### src/rtl/basic_io_n_if.sv
// Register bus between a host and the basic_io_n block: address, write data,
// write strobe and a combinational read-data return.
interface basic_io_n_if;
  logic [15:0] addr;
  logic [15:0] data_in;
  logic [15:0] data_out;
  logic        we;

  // No handshake: a write commits on the rising edge where we is high, and
  // data_out follows addr combinationally.
  modport master (output addr, output data_in, output we, input data_out);
  modport slave  (input addr, input data_in, input we, output data_out);
endinterface

### src/rtl/basic_io_n.sv
// Memory-mapped board I/O: synchronized switches, debounced buttons with press
// latches, LED register and a multiplexed 7-segment display.
module basic_io_n #(
  parameter logic [15:0] BASE_ADDR  = 16'h0000,
  parameter int          NUM_SW     = 16,
  parameter int          NUM_BTN    = 5,
  parameter int          NUM_LED    = 16,
  parameter int          NUM_DIGITS = 4,
  parameter int          SCAN_BITS  = 16,
  parameter int          DB_CYCLES  = 100000
) (
  input  logic                  clk,
  input  logic                  reset,
  basic_io_n_if.slave           bus,
  input  logic [NUM_SW-1:0]     sw,
  input  logic [NUM_BTN-1:0]    btn,
  output logic [NUM_LED-1:0]    led,
  output logic [6:0]            seg,
  output logic                  dp,
  output logic [NUM_DIGITS-1:0] an
);

  localparam int IDX_W = (NUM_DIGITS > 1) ? $clog2(NUM_DIGITS) : 1;
  localparam int DB_W  = $clog2(DB_CYCLES);

  localparam logic [7:0] OFF_SW    = 8'h00;
  localparam logic [7:0] OFF_LEVEL = 8'h02;
  localparam logic [7:0] OFF_LATCH = 8'h04;
  localparam logic [7:0] OFF_LED   = 8'h10;
  localparam logic [7:0] OFF_DIGIT = 8'h20;
  localparam logic [7:0] OFF_CTRL  = 8'h30;
  localparam logic [7:0] OFF_MASK  = 8'h32;

  logic [NUM_SW-1:0]     sw_meta_q, sw_meta_d, sw_sync_q, sw_sync_d;
  logic [NUM_BTN-1:0]    btn_meta_q, btn_meta_d, btn_sync_q, btn_sync_d;
  logic [NUM_BTN-1:0]    btn_lvl_q, btn_lvl_d, btn_lvl_dly_q, btn_lvl_dly_d;
  logic [DB_W-1:0]       db_cnt_q [NUM_BTN];
  logic [DB_W-1:0]       db_cnt_d [NUM_BTN];
  logic [NUM_BTN-1:0]    latch_q, latch_d, latch_clr;
  logic [NUM_LED-1:0]    led_q, led_d;
  logic [7:0]            digit_q [NUM_DIGITS];
  logic [7:0]            digit_d [NUM_DIGITS];
  logic [1:0]            ctrl_q, ctrl_d;
  logic [NUM_DIGITS-1:0] mask_q, mask_d;
  logic [SCAN_BITS-1:0]  scan_cnt_q, scan_cnt_d;
  logic [IDX_W-1:0]      idx_q, idx_d;

  logic                  page_hit;
  logic                  wr_en;
  logic [7:0]            off;
  logic [15:0]           rd_data;
  logic [7:0]            cur_digit;
  logic                  cur_mask;
  logic                  blank;
  logic [NUM_DIGITS-1:0] an_sel;

  // Segment order is {g,f,e,d,c,b,a}, active-low.
  function automatic logic [6:0] glyph(input logic [4:0] code);
    case (code)
      5'h00: glyph = 7'b1000000;
      5'h01: glyph = 7'b1111001;
      5'h02: glyph = 7'b0100100;
      5'h03: glyph = 7'b0110000;
      5'h04: glyph = 7'b0011001;
      5'h05: glyph = 7'b0010010;
      5'h06: glyph = 7'b0000010;
      5'h07: glyph = 7'b1111000;
      5'h08: glyph = 7'b0000000;
      5'h09: glyph = 7'b0010000;
      5'h0A: glyph = 7'b0001000;
      5'h0B: glyph = 7'b0000011;
      5'h0C: glyph = 7'b1000110;
      5'h0D: glyph = 7'b0100001;
      5'h0E: glyph = 7'b0000110;
      5'h0F: glyph = 7'b0001110;
      5'h11: glyph = 7'b0111111;
      5'h12: glyph = 7'b1100001;
      default: glyph = 7'b1111111;
    endcase
  endfunction

  assign page_hit = (bus.addr[15:8] == BASE_ADDR[15:8]);
  assign off      = bus.addr[7:0];
  assign wr_en    = bus.we && page_hit;

  always_comb begin
    sw_meta_d     = sw;
    sw_sync_d     = sw_meta_q;
    btn_meta_d    = btn;
    btn_sync_d    = btn_meta_q;
    btn_lvl_d     = btn_lvl_q;
    btn_lvl_dly_d = btn_lvl_q;
    db_cnt_d      = db_cnt_q;
    led_d         = led_q;
    digit_d       = digit_q;
    ctrl_d        = ctrl_q;
    mask_d        = mask_q;

    // Level flips on the DB_CYCLES-th consecutive disagreeing cycle.
    for (int b = 0; b < NUM_BTN; b++) begin
      if (btn_sync_q[b] != btn_lvl_q[b]) begin
        if (db_cnt_q[b] == DB_W'(DB_CYCLES - 1)) begin
          btn_lvl_d[b] = ~btn_lvl_q[b];
          db_cnt_d[b]  = '0;
        end else begin
          db_cnt_d[b] = db_cnt_q[b] + 1'b1;
        end
      end else begin
        db_cnt_d[b] = '0;
      end
    end

    latch_clr = (wr_en && off == OFF_LATCH) ? bus.data_in[NUM_BTN-1:0] : '0;
    latch_d   = (latch_q & ~latch_clr) | (btn_lvl_q & ~btn_lvl_dly_q);

    if (wr_en && off == OFF_LED)  led_d  = bus.data_in[NUM_LED-1:0];
    if (wr_en && off == OFF_CTRL) ctrl_d = bus.data_in[1:0];
    if (wr_en && off == OFF_MASK) mask_d = bus.data_in[NUM_DIGITS-1:0];
    for (int i = 0; i < NUM_DIGITS; i++) begin
      if (wr_en && off == OFF_DIGIT + 8'(i)) digit_d[i] = bus.data_in[7:0];
    end

    scan_cnt_d = scan_cnt_q + 1'b1;
    idx_d      = idx_q;
    if (&scan_cnt_q) begin
      idx_d = (idx_q == IDX_W'(NUM_DIGITS - 1)) ? '0 : idx_q + 1'b1;
    end
  end

  always_comb begin
    rd_data = '0;
    if (page_hit) begin
      if (off == OFF_SW)    rd_data[NUM_SW-1:0]     = sw_sync_q;
      if (off == OFF_LEVEL) rd_data[NUM_BTN-1:0]    = btn_lvl_q;
      if (off == OFF_LATCH) rd_data[NUM_BTN-1:0]    = latch_q;
      if (off == OFF_LED)   rd_data[NUM_LED-1:0]    = led_q;
      if (off == OFF_CTRL)  rd_data[1:0]            = ctrl_q;
      if (off == OFF_MASK)  rd_data[NUM_DIGITS-1:0] = mask_q;
      for (int i = 0; i < NUM_DIGITS; i++) begin
        if (off == OFF_DIGIT + 8'(i)) rd_data[7:0] = digit_q[i];
      end
    end
  end

  assign bus.data_out = rd_data;
  assign led          = led_q;

  // Digit 0 is leftmost, so index i drives the mirrored anode bit.
  always_comb begin
    cur_digit = '0;
    cur_mask  = 1'b0;
    an_sel    = '0;
    for (int i = 0; i < NUM_DIGITS; i++) begin
      if (idx_q == IDX_W'(i)) begin
        cur_digit                = digit_q[i];
        cur_mask                 = mask_q[i];
        an_sel[NUM_DIGITS-1-i]   = 1'b1;
      end
    end
    blank = ctrl_q[1] | ~cur_mask;
    an    = '1;
    seg   = '1;
    dp    = 1'b1;
    if (!blank) begin
      an  = ~an_sel;
      seg = ctrl_q[0] ? ~cur_digit[6:0] : glyph(cur_digit[4:0]);
      dp  = ~cur_digit[7];
    end
  end

  always_ff @(posedge clk) begin
    if (reset) begin
      sw_meta_q     <= '0;
      sw_sync_q     <= '0;
      btn_meta_q    <= '0;
      btn_sync_q    <= '0;
      btn_lvl_q     <= '0;
      btn_lvl_dly_q <= '0;
      latch_q       <= '0;
      led_q         <= '0;
      ctrl_q        <= '0;
      mask_q        <= '1;
      scan_cnt_q    <= '0;
      idx_q         <= '0;
      for (int b = 0; b < NUM_BTN; b++) db_cnt_q[b] <= '0;
      for (int i = 0; i < NUM_DIGITS; i++) digit_q[i] <= 8'h10;
    end else begin
      sw_meta_q     <= sw_meta_d;
      sw_sync_q     <= sw_sync_d;
      btn_meta_q    <= btn_meta_d;
      btn_sync_q    <= btn_sync_d;
      btn_lvl_q     <= btn_lvl_d;
      btn_lvl_dly_q <= btn_lvl_dly_d;
      latch_q       <= latch_d;
      led_q         <= led_d;
      ctrl_q        <= ctrl_d;
      mask_q        <= mask_d;
      scan_cnt_q    <= scan_cnt_d;
      idx_q         <= idx_d;
      db_cnt_q      <= db_cnt_d;
      digit_q       <= digit_d;
    end
  end

endmodule

### src/flat_wrapper.sv
// flat-port wrapper written by rule: the top's interface ports become plain ports
module basic_io_n_flat 
#(
  parameter logic [15:0] BASE_ADDR  = 16'h0000,
  parameter int          NUM_SW     = 16,
  parameter int          NUM_BTN    = 5,
  parameter int          NUM_LED    = 16,
  parameter int          NUM_DIGITS = 4,
  parameter int          SCAN_BITS  = 16,
  parameter int          DB_CYCLES  = 100000
)
  (clk, reset, sw, btn, led, seg, dp, an, bus_addr, bus_data_in, bus_we, bus_data_out);
  basic_io_n_if bus_i ();
  input  logic clk;
  input  logic reset;
  input  logic [NUM_SW-1:0] sw;
  input  logic [NUM_BTN-1:0] btn;
  output logic [NUM_LED-1:0] led;
  output logic [6:0] seg;
  output logic dp;
  output logic [NUM_DIGITS-1:0] an;
  input wire logic [$bits(bus_i.addr)-1:0] bus_addr;
  input wire logic [$bits(bus_i.data_in)-1:0] bus_data_in;
  input wire logic [$bits(bus_i.we)-1:0] bus_we;
  output wire logic [$bits(bus_i.data_out)-1:0] bus_data_out;
  assign bus_i.addr = bus_addr;
  assign bus_i.data_in = bus_data_in;
  assign bus_i.we = bus_we;
  assign bus_data_out = bus_i.data_out;
  basic_io_n #(.BASE_ADDR(BASE_ADDR), .NUM_SW(NUM_SW), .NUM_BTN(NUM_BTN), .NUM_LED(NUM_LED), .NUM_DIGITS(NUM_DIGITS), .SCAN_BITS(SCAN_BITS), .DB_CYCLES(DB_CYCLES)) u_core (.clk(clk), .reset(reset), .bus(bus_i), .sw(sw), .btn(btn), .led(led), .seg(seg), .dp(dp), .an(an));
endmodule
### config.mk
export PLATFORM = sky130hd
export DESIGN_NAME = basic_io_n_flat
export DESIGN_NICKNAME = d
export VERILOG_FILES = /design/src/rtl/basic_io_n_if.sv /design/src/rtl/basic_io_n.sv /design/src/flat_wrapper.sv
export SDC_FILE = /design/constraint.sdc
export NUM_CORES = 1
export LEC_CHECK = 0
export BUFFER_PORTS_ARGS = -buffer_cell sky130_fd_sc_hd__buf_2
export CAP_MARGIN = 20
export CORE_ASPECT_RATIO = 1.2
export CORE_UTILIZATION = 60
export CTS_CLUSTER_SIZE = 20
export DETAILED_ROUTE_END_ITERATION = 12
export PLACE_DENSITY = 0.81
export SETUP_SLACK_MARGIN = 0.1
export SLEW_MARGIN = 15
export SYNTH_ARGS = -nofsm -noshare
export SYNTH_HDL_FRONTEND = slang
export SYNTH_SLANG_ARGS = --single-unit
export TNS_END_PERCENT = 1
### constraint.sdc
create_clock -name clk -period 6.05 [get_ports clk]
set_input_delay 0.605 -clock clk [delete_from_list [all_inputs] [get_ports clk]]
set_output_delay 0.605 -clock clk [all_outputs]
set_load 0.005 [all_outputs]
==> flow_summary.json, run 1 <==
{
  "ctsHoldBuffers": 0,
  "io_buffers": 99,
  "crit_start": "u_core.idx_q[0]$_SDFFE_PP0P_",
  "min_period_over_period": 0.696,
  "core_um2": 15800,
  "die-area_um2": 16700,
  "worstHoldPathType": "input pin to register",
  "hold_viol_final": 0,
  "max_slew_margin": 0.291,
  "num_vias": 8131,
  "synth_area_per_cell_um2": 8.51,
  "htreeDepth": 1,
  "setup_viol": 0,
  "internal-power_mw": 2.41,
  "ys_types": 66,
  "multi_input_area_um2": 5110,
  "wire_per_inst_um": 15.1,
  "netlist.top_cell.by_area": "dfxtp_1",
  "seq_power_share": 0.472,
  "die_h_um": 142,
  "slowest_delay_ns": 0.63,
  "ys_warn_count": 0,
  "yosys_register_bits": 214,
  "cts_made_buffers": 22,
  "fin_skew_ns": 0.00971,
  "place_hpwl_um": 14600,
  "swShare": 0.206,
  "synthTopCellsByArea": "dfxtp_1 (44%), nor2_1 (6.7%), xnor2_1 (4.4%)",
  "synth_edf_count": 0,
  "tightestPinTransition_ns": 1.06,
  "fillerInstances": 1246,
  "cts_tree": "yes",
  "grt_antenna_before_repair": 1,
  "postSynthCellCount": 1144,
  "dr.pass1.iters": 6,
  "maxCapViolations": 0,
  "drive_above_1_share": 0.128,
  "grt_first_pass_wirelength_um": 36100,
  "ant_nets": 0,
  "routabilityCongestion": 0.927,
  "syn_area_um2": 9740,
  "postCtsSetupBuffers": 0,
  "p_leak_nw": 3.85,
  "wl_um": 21600,
  "ctsResizeCount": 0,
  "layout_common_cells": "dfxtp_1 (214), nor2_1 (174), nand2_1 (109)",
  "cts-root-buf": "clkbuf_16",
  "p_per_area_nw_per_um2": 273,
  "synth.top_cell.area_share": 0.440,
  "async_flop_share": 0,
  "finalSetupTns_ns": 0,
  "clock_sinks": 214,
  "track_usage": 0.259,
  "slowest_stage": "ha_1",
  "final_common_cell": "dfxtp_1",
  "placed_area_um2": 10300,
  "path_class": "register to output pin",
  "viasPerCell": 5.67,
  "dieWidth_um": 118,
  "insertion_delay_ns": 0.51,
  "rsz0062_at_grt": "false",
  "worstPathMaxFanout": 23,
  "syn_to_final_growth_pct": 13.9,
  "grt_max_degree": 74,
  "rr_startpoint": "u_core.db_cnt_q[68]$_SDFF_PP0_",
  "grt_overflow": 0,
  "max_freq_mhz": 237,
  "rows": 50,
  "clockBufferDepth": 3,
  "slew_viol_final": 0,
  "fin_worst_hold_slack_ns": 0.310,
  "grt_pass1_vias": 7559,
  "ir_drop_v": 0.000204,
  "run_status": "completed",
  "start_kind": "register",
  "cp_num_buf_inv": 2,
  "synth_top_flop_cell": "dfxtp_1",
  "first_iter_violations": 613,
  "crit_family": "compound AO/OA/AOI/OAI gates",
  "cp-end-kind": "output pin",
  "p_sw_uw": 625,
  "path_clk_slew_ns": 0.06,
  "ff_latch_area_um2": 4280,
  "ys_seq_area_frac": 0.440,
  "crit_chain": "ha_1 > a211oi_1 > a211oi_1 > inv_1 > ha_1 > nor3_1 > a31oi_1 > o311ai_0 > buf_2",
  "fin_crit_ns": 4.21,
  "io_pins": 100,
  "worstPathArrival_ns": 3.61,
  "clockPowerShare": 0.499,
  "final_area_um2": 11100,
  "initial_core_util": 0.618,
  "synth.net_count": 1217,
  "hold_start": "btn[0]",
  "fin_nets": 1283,
  "drc": 0,
  "p_comb_frac": 0.029,
  "worst-endpoint-required_ns": 5.44
}
registers in the layout, indices dropped and copies added (netlist names):
| signal | cells |
|---|---|
| u_core.latch_q | 5 |
| u_core.btn_lvl_dly_q | 5 |
| u_core.idx_q | 2 |
| u_core.btn_meta_q | 5 |
| u_core.btn_lvl_dly_d | 5 |
| u_core.db_cnt_q | 85 |
| u_core.btn_sync_q | 5 |
| u_core.scan_cnt_q | 16 |
| u_core.led | 16 |
| u_core.ctrl_q | 2 |
| u_core.sw_sync_q | 16 |
| u_core.digit_q | 32 |
| u_core.mask_q | 4 |
| u_core.sw_meta_q | 16 |
final timing paths:
path | end | slack, ns | cells after the start
worst max-delay path | seg[1] | 1.84 | 9
worst min-delay path | u_core.btn_meta_q[0]$_SDFF_PP0_ | 0.31 | 2
worst min register to register | u_core.sw_sync_q[5]$_SDFF_PP0_ | 0.43 | 1
worst max register to register | u_core.db_cnt_q[84]$_SDFF_PP0_ | 3.92 | 6
worst register-to-register path, delay by kind of cell, from the launching register on:
| kind | cells | cell delay [ns] |
|---|---|---|
| DFF | 1 | 0.36 |
| and+or+nand+nor | 5 | 1.39 |
| adders and majority gates | 1 | 0.25 |
cells in the mapped netlist, types with 3 or more instances:
cell / count
a211oi_1: 8
o221ai_1: 4
nand2_1: 109
xor2_1: 42
nand3_1: 34
or3_1: 13
mux2_2: 4
ha_1: 17
nand3b_1: 12
and2_1: 7
nor4_1: 8
and4_1: 9
nor3_1: 30
o211ai_1: 4
inv_1: 28
a31oi_1: 4
o22ai_1: 3
mux2i_1: 30
nor3_2: 3
nand2b_1: 11
nor2_1: 174
nand4_1: 26
buf_2: 5
dfxtp_1: 214
a22oi_1: 9
a221oi_1: 4
nor4b_1: 5
and3_1: 17
nor3b_1: 4
clkbuf_1: 47
buf_1: 3
nor2b_1: 62
xnor2_1: 49
o21ai_0: 39
a21oi_1: 57
a22o_1: 3
a211o_1: 5
routing by layer:
layer / track usage / vias to the layer above / part of all wire
met5: 0 / - / 0
met4: 0.0999 / 0 / 0.033
met3: 0.0458 / 61 / 0.063
met2: 0.433 / 266 / 0.47
met1: 0.334 / 3736 / 0.44
li1: - / 4068 / -
stage by stage:
stage                     std cells   util  total power, mW  setup WS, ns
after detailed placement       1394  0.651             1.55          2.23
after global routing           1434  0.703             3.12          1.52
after floorplan                1144      -             1.51          3.03
final                          1435  0.704             3.03          1.84
after global placement         1394  0.651             1.55          2.33
after CTS                      1434  0.703             3.05          1.87
cells by family after synthesis:
logic type	count (synthesis)	share of synthesized area
adder cells (fa/ha/maj)	17	0.0218
AND/OR/NAND/NOR	539	0.279
flip-flops	214	0.440
AO/OA/AOI/OAI	163	0.107
XOR/XNOR	91	0.0818
multiplexers	34	0.0355
buffers and inverters	86	0.0353
cell type report:
type / instances / share of cell area
multi-input cells: 844 / 0.461
flip-flops and latches: 214 / 0.386
clock buffers: 28 / 0.0563
repair buffers: 100 / 0.0456
well taps: 208 / 0.0235
clock inverters: 12 / 0.0180
inverters: 28 / 0.00947
diodes: 1 / 0.000226
power by group through the flow:
stage,logic (mW),clock network [mW],registers [mW]
2_1_floorplan,0.0539,0,1.46
6_report,0.0875,1.51,1.43
3_5_place_dp,0.0856,0,1.46
5_1_grt,0.0959,1.60,1.43
3_3_place_gp,0.0841,0,1.46
4_1_cts,0.0869,1.54,1.43
(Power assumes the default switching activity.)
==> inputs of run 2 (changes only) <==
--- a/config.mk
+++ b/config.mk
@@ -8,10 +8,10 @@
 export BUFFER_PORTS_ARGS = -buffer_cell sky130_fd_sc_hd__buf_2
 export CAP_MARGIN = 20
 export CORE_ASPECT_RATIO = 1.2
-export CORE_UTILIZATION = 60
+export CORE_UTILIZATION = 53
 export CTS_CLUSTER_SIZE = 20
 export DETAILED_ROUTE_END_ITERATION = 12
-export PLACE_DENSITY = 0.81
+export PLACE_DENSITY = 0.76
 export SETUP_SLACK_MARGIN = 0.1
 export SLEW_MARGIN = 15
 export SYNTH_ARGS = -nofsm -noshare
==> constraint.sdc (replaced) <==
create_clock -name clk -period 3.6 [get_ports clk]
set_input_delay 0.36 -clock clk [delete_from_list [all_inputs] [get_ports clk]]
set_output_delay 0.36 -clock clk [all_outputs]
set_load 0.005 [all_outputs]
==> flow_summary.json, run 2 (synthesis gave the netlist of run 1 again) <==
{
  "viasPerCell": 5.56,
  "grt_overflow": 0,
  "p_leak_nw": 3.86,
  "tightestPinTransition_ns": 0.645,
  "place_inst": 1416,
  "start_kind": "register",
  "rsz0062_at_grt": "false",
  "cp_num_buf_inv": 3,
  "initial_core_util": 0.548,
  "worstPathMaxFanout": 19,
  "worstPathArrival_ns": 2.94,
  "cp-end-kind": "output pin",
  "seq_power_share": 0.498,
  "crit_family": "compound AO/OA/AOI/OAI gates",
  "io_buffers": 99,
  "fin_util": 0.626,
  "wl_um": 21900,
  "dr_wl_met2_um": 10500,
  "dr.pass1.iters": 5,
  "cts_made_buffers": 23,
  "largest_reg_flops": 85,
  "swShare": 0.207,
  "cts-root-buf": "clkbuf_16",
  "hold-path-endpoint": "u_core.sw_meta_q[15]$_SDFF_PP0_",
  "ctsHoldBuffers": 0,
  "die-area_um2": 18900,
  "clockBufferDepth": 3,
  "grt_first_pass_wirelength_um": 36400,
  "clockPowerShare": 0.471,
  "r2r_cells": 6,
  "p_per_area_nw_per_um2": 434,
  "setup_viol": 0,
  "final_common_cell": "dfxtp_1",
  "postCtsSetupBuffers": 0,
  "die_h_um": 150,
  "rr_startpoint": "u_core.db_cnt_q[68]$_SDFF_PP0_",
  "place_hpwl_um": 15300,
  "slowest_stage": "a211oi_2",
  "slew_viol_final": 0,
  "ant_nets": 0,
  "path_class": "register to output pin",
  "whs_path_depth": 2,
  "hold_viol_final": 0,
  "hold_start": "sw[15]",
  "num_vias": 8102,
  "worst-endpoint-required_ns": 3.24,
  "finalSetupTns_ns": 0,
  "syn_to_final_growth_pct": 14.3,
  "htreeDepth": 1,
  "grt_pass1_vias": 7661,
  "cts_tree": "yes",
  "drive_above_1_share": 0.138,
  "ir_drop_v": 0.000344,
  "routabilityCongestion": 0.905,
  "grt_max_degree": 54,
  "insertion_delay_ns": 0.50,
  "core_um2": 17800,
  "post-route-worst-setup-slack_ns": 0.298,
  "clock_sinks": 214,
  "min_period_over_period": 0.917,
  "max_freq_mhz": 303,
  "highest_layer": "met5",
  "wl_met1_um": 9450,
  "path_clk_slew_ns": 0.07,
  "r2r_end": "u_core.db_cnt_q[75]$_SDFF_PP0_",
  "ff2ff_setup_slack_ns": 1.52,
  "largest_register": "u_core.db_cnt_q",
  "fin_skew_ns": 0.0161,
  "ctsResizeCount": 2,
  "first_iter_violations": 571,
  "dieWidth_um": 126,
  "fin_worst_hold_slack_ns": 0.0671,
  "grt_antenna_before_repair": 2,
  "p_sw_mw": 1.00,
  "fin_crit_ns": 3.30,
  "internal-power_mw": 3.83,
  "wl_met3_um": 1320,
  "place_ws_ns": 0.577,
  "instances_no_fill": 1456,
  "drc": 0,
  "track_usage": 0.233,
  "fin_nets": 1294,
  "top_regs": "u_core.db_cnt_q x85, u_core.digit_q x32",
  "max_slew_margin": 0.566,
  "crit_chain": "inv_1 > ha_2 > a211oi_1 > a211oi_2 > buf_4 > mux2_2 > a21oi_1 > o21ai_0 > buf_2",
  "maxCapViolations": 0,
  "wire_per_inst_um": 15.1,
  "run_status": "completed",
  "layout_common_cells": "dfxtp_1 (212), nor2_1 (173), nand2_1 (108)",
  "worstHoldPathType": "input pin to register",
  "p_comb_frac": 0.031,
  "rows": 53,
  "io_pins": 100,
  "slowest_delay_ns": 0.46
}
run 2: final cells by class:
cell class                      instances  area [um^2]
Fill cell                            1542         6640
Multi-Input combinational cell        844         5150
Sequential cell                       214         4290
Clock buffer                           33          643
Timing Repair Buffer                  110          581
Tap cell                              220          275
Inverter                               28          105
Clock inverter                          6         83.8
Antenna cell                            1         2.50
run 2: through the flow:
| stage | power (mW) | cell area (um^2) |
|---|---|---|
| 2_1_floorplan | 2.54 | 9740 |
| 3_3_place_gp | 2.60 | 10400 |
| 3_5_place_dp | 2.60 | 10400 |
| 4_1_cts | 4.88 | 11100 |
| 5_1_grt | 5.00 | 11100 |
| 6_report | 4.83 | 11100 |
run 2: power by group through the flow:
stage | combinational [mW] | clock (mW) | sequential, mW
floorplan | 0.0906 | 0 | 2.45
global placement | 0.145 | 0 | 2.46
detailed placement | 0.147 | 0 | 2.46
CTS | 0.147 | 2.33 | 2.41
global route | 0.163 | 2.43 | 2.41
finish | 0.147 | 2.28 | 2.41
run 2: worst max-delay path by stage:
stage | startpoint | to | slack (ns) | cells after the start
detailed placement | u_core.idx_q[0]$_SDFFE_PP0P_ | seg[6] | 0.58 | 9
floorplan | u_core.idx_q[0]$_SDFFE_PP0P_ | seg[6] | 0.83 | 12
CTS | u_core.idx_q[0]$_SDFFE_PP0P_ | seg[1] | 0.1 | 9
finish | u_core.idx_q[1]$_SDFFE_PP0P_ | seg[4] | 0.30 | 9
global placement | u_core.idx_q[0]$_SDFFE_PP0P_ | seg[6] | 0.65 | 9
global route | u_core.idx_q[1]$_SDFFE_PP0P_ | seg[1] | 0.10 | 10
run 2: metal layers:
metal / global-route usage / vias to the layer above
met4: 0.0873 / 2
met3: 0.0423 / 56
li1: - / 4086
met5: 0 / -
met1: 0.289 / 3740
met2: 0.405 / 218
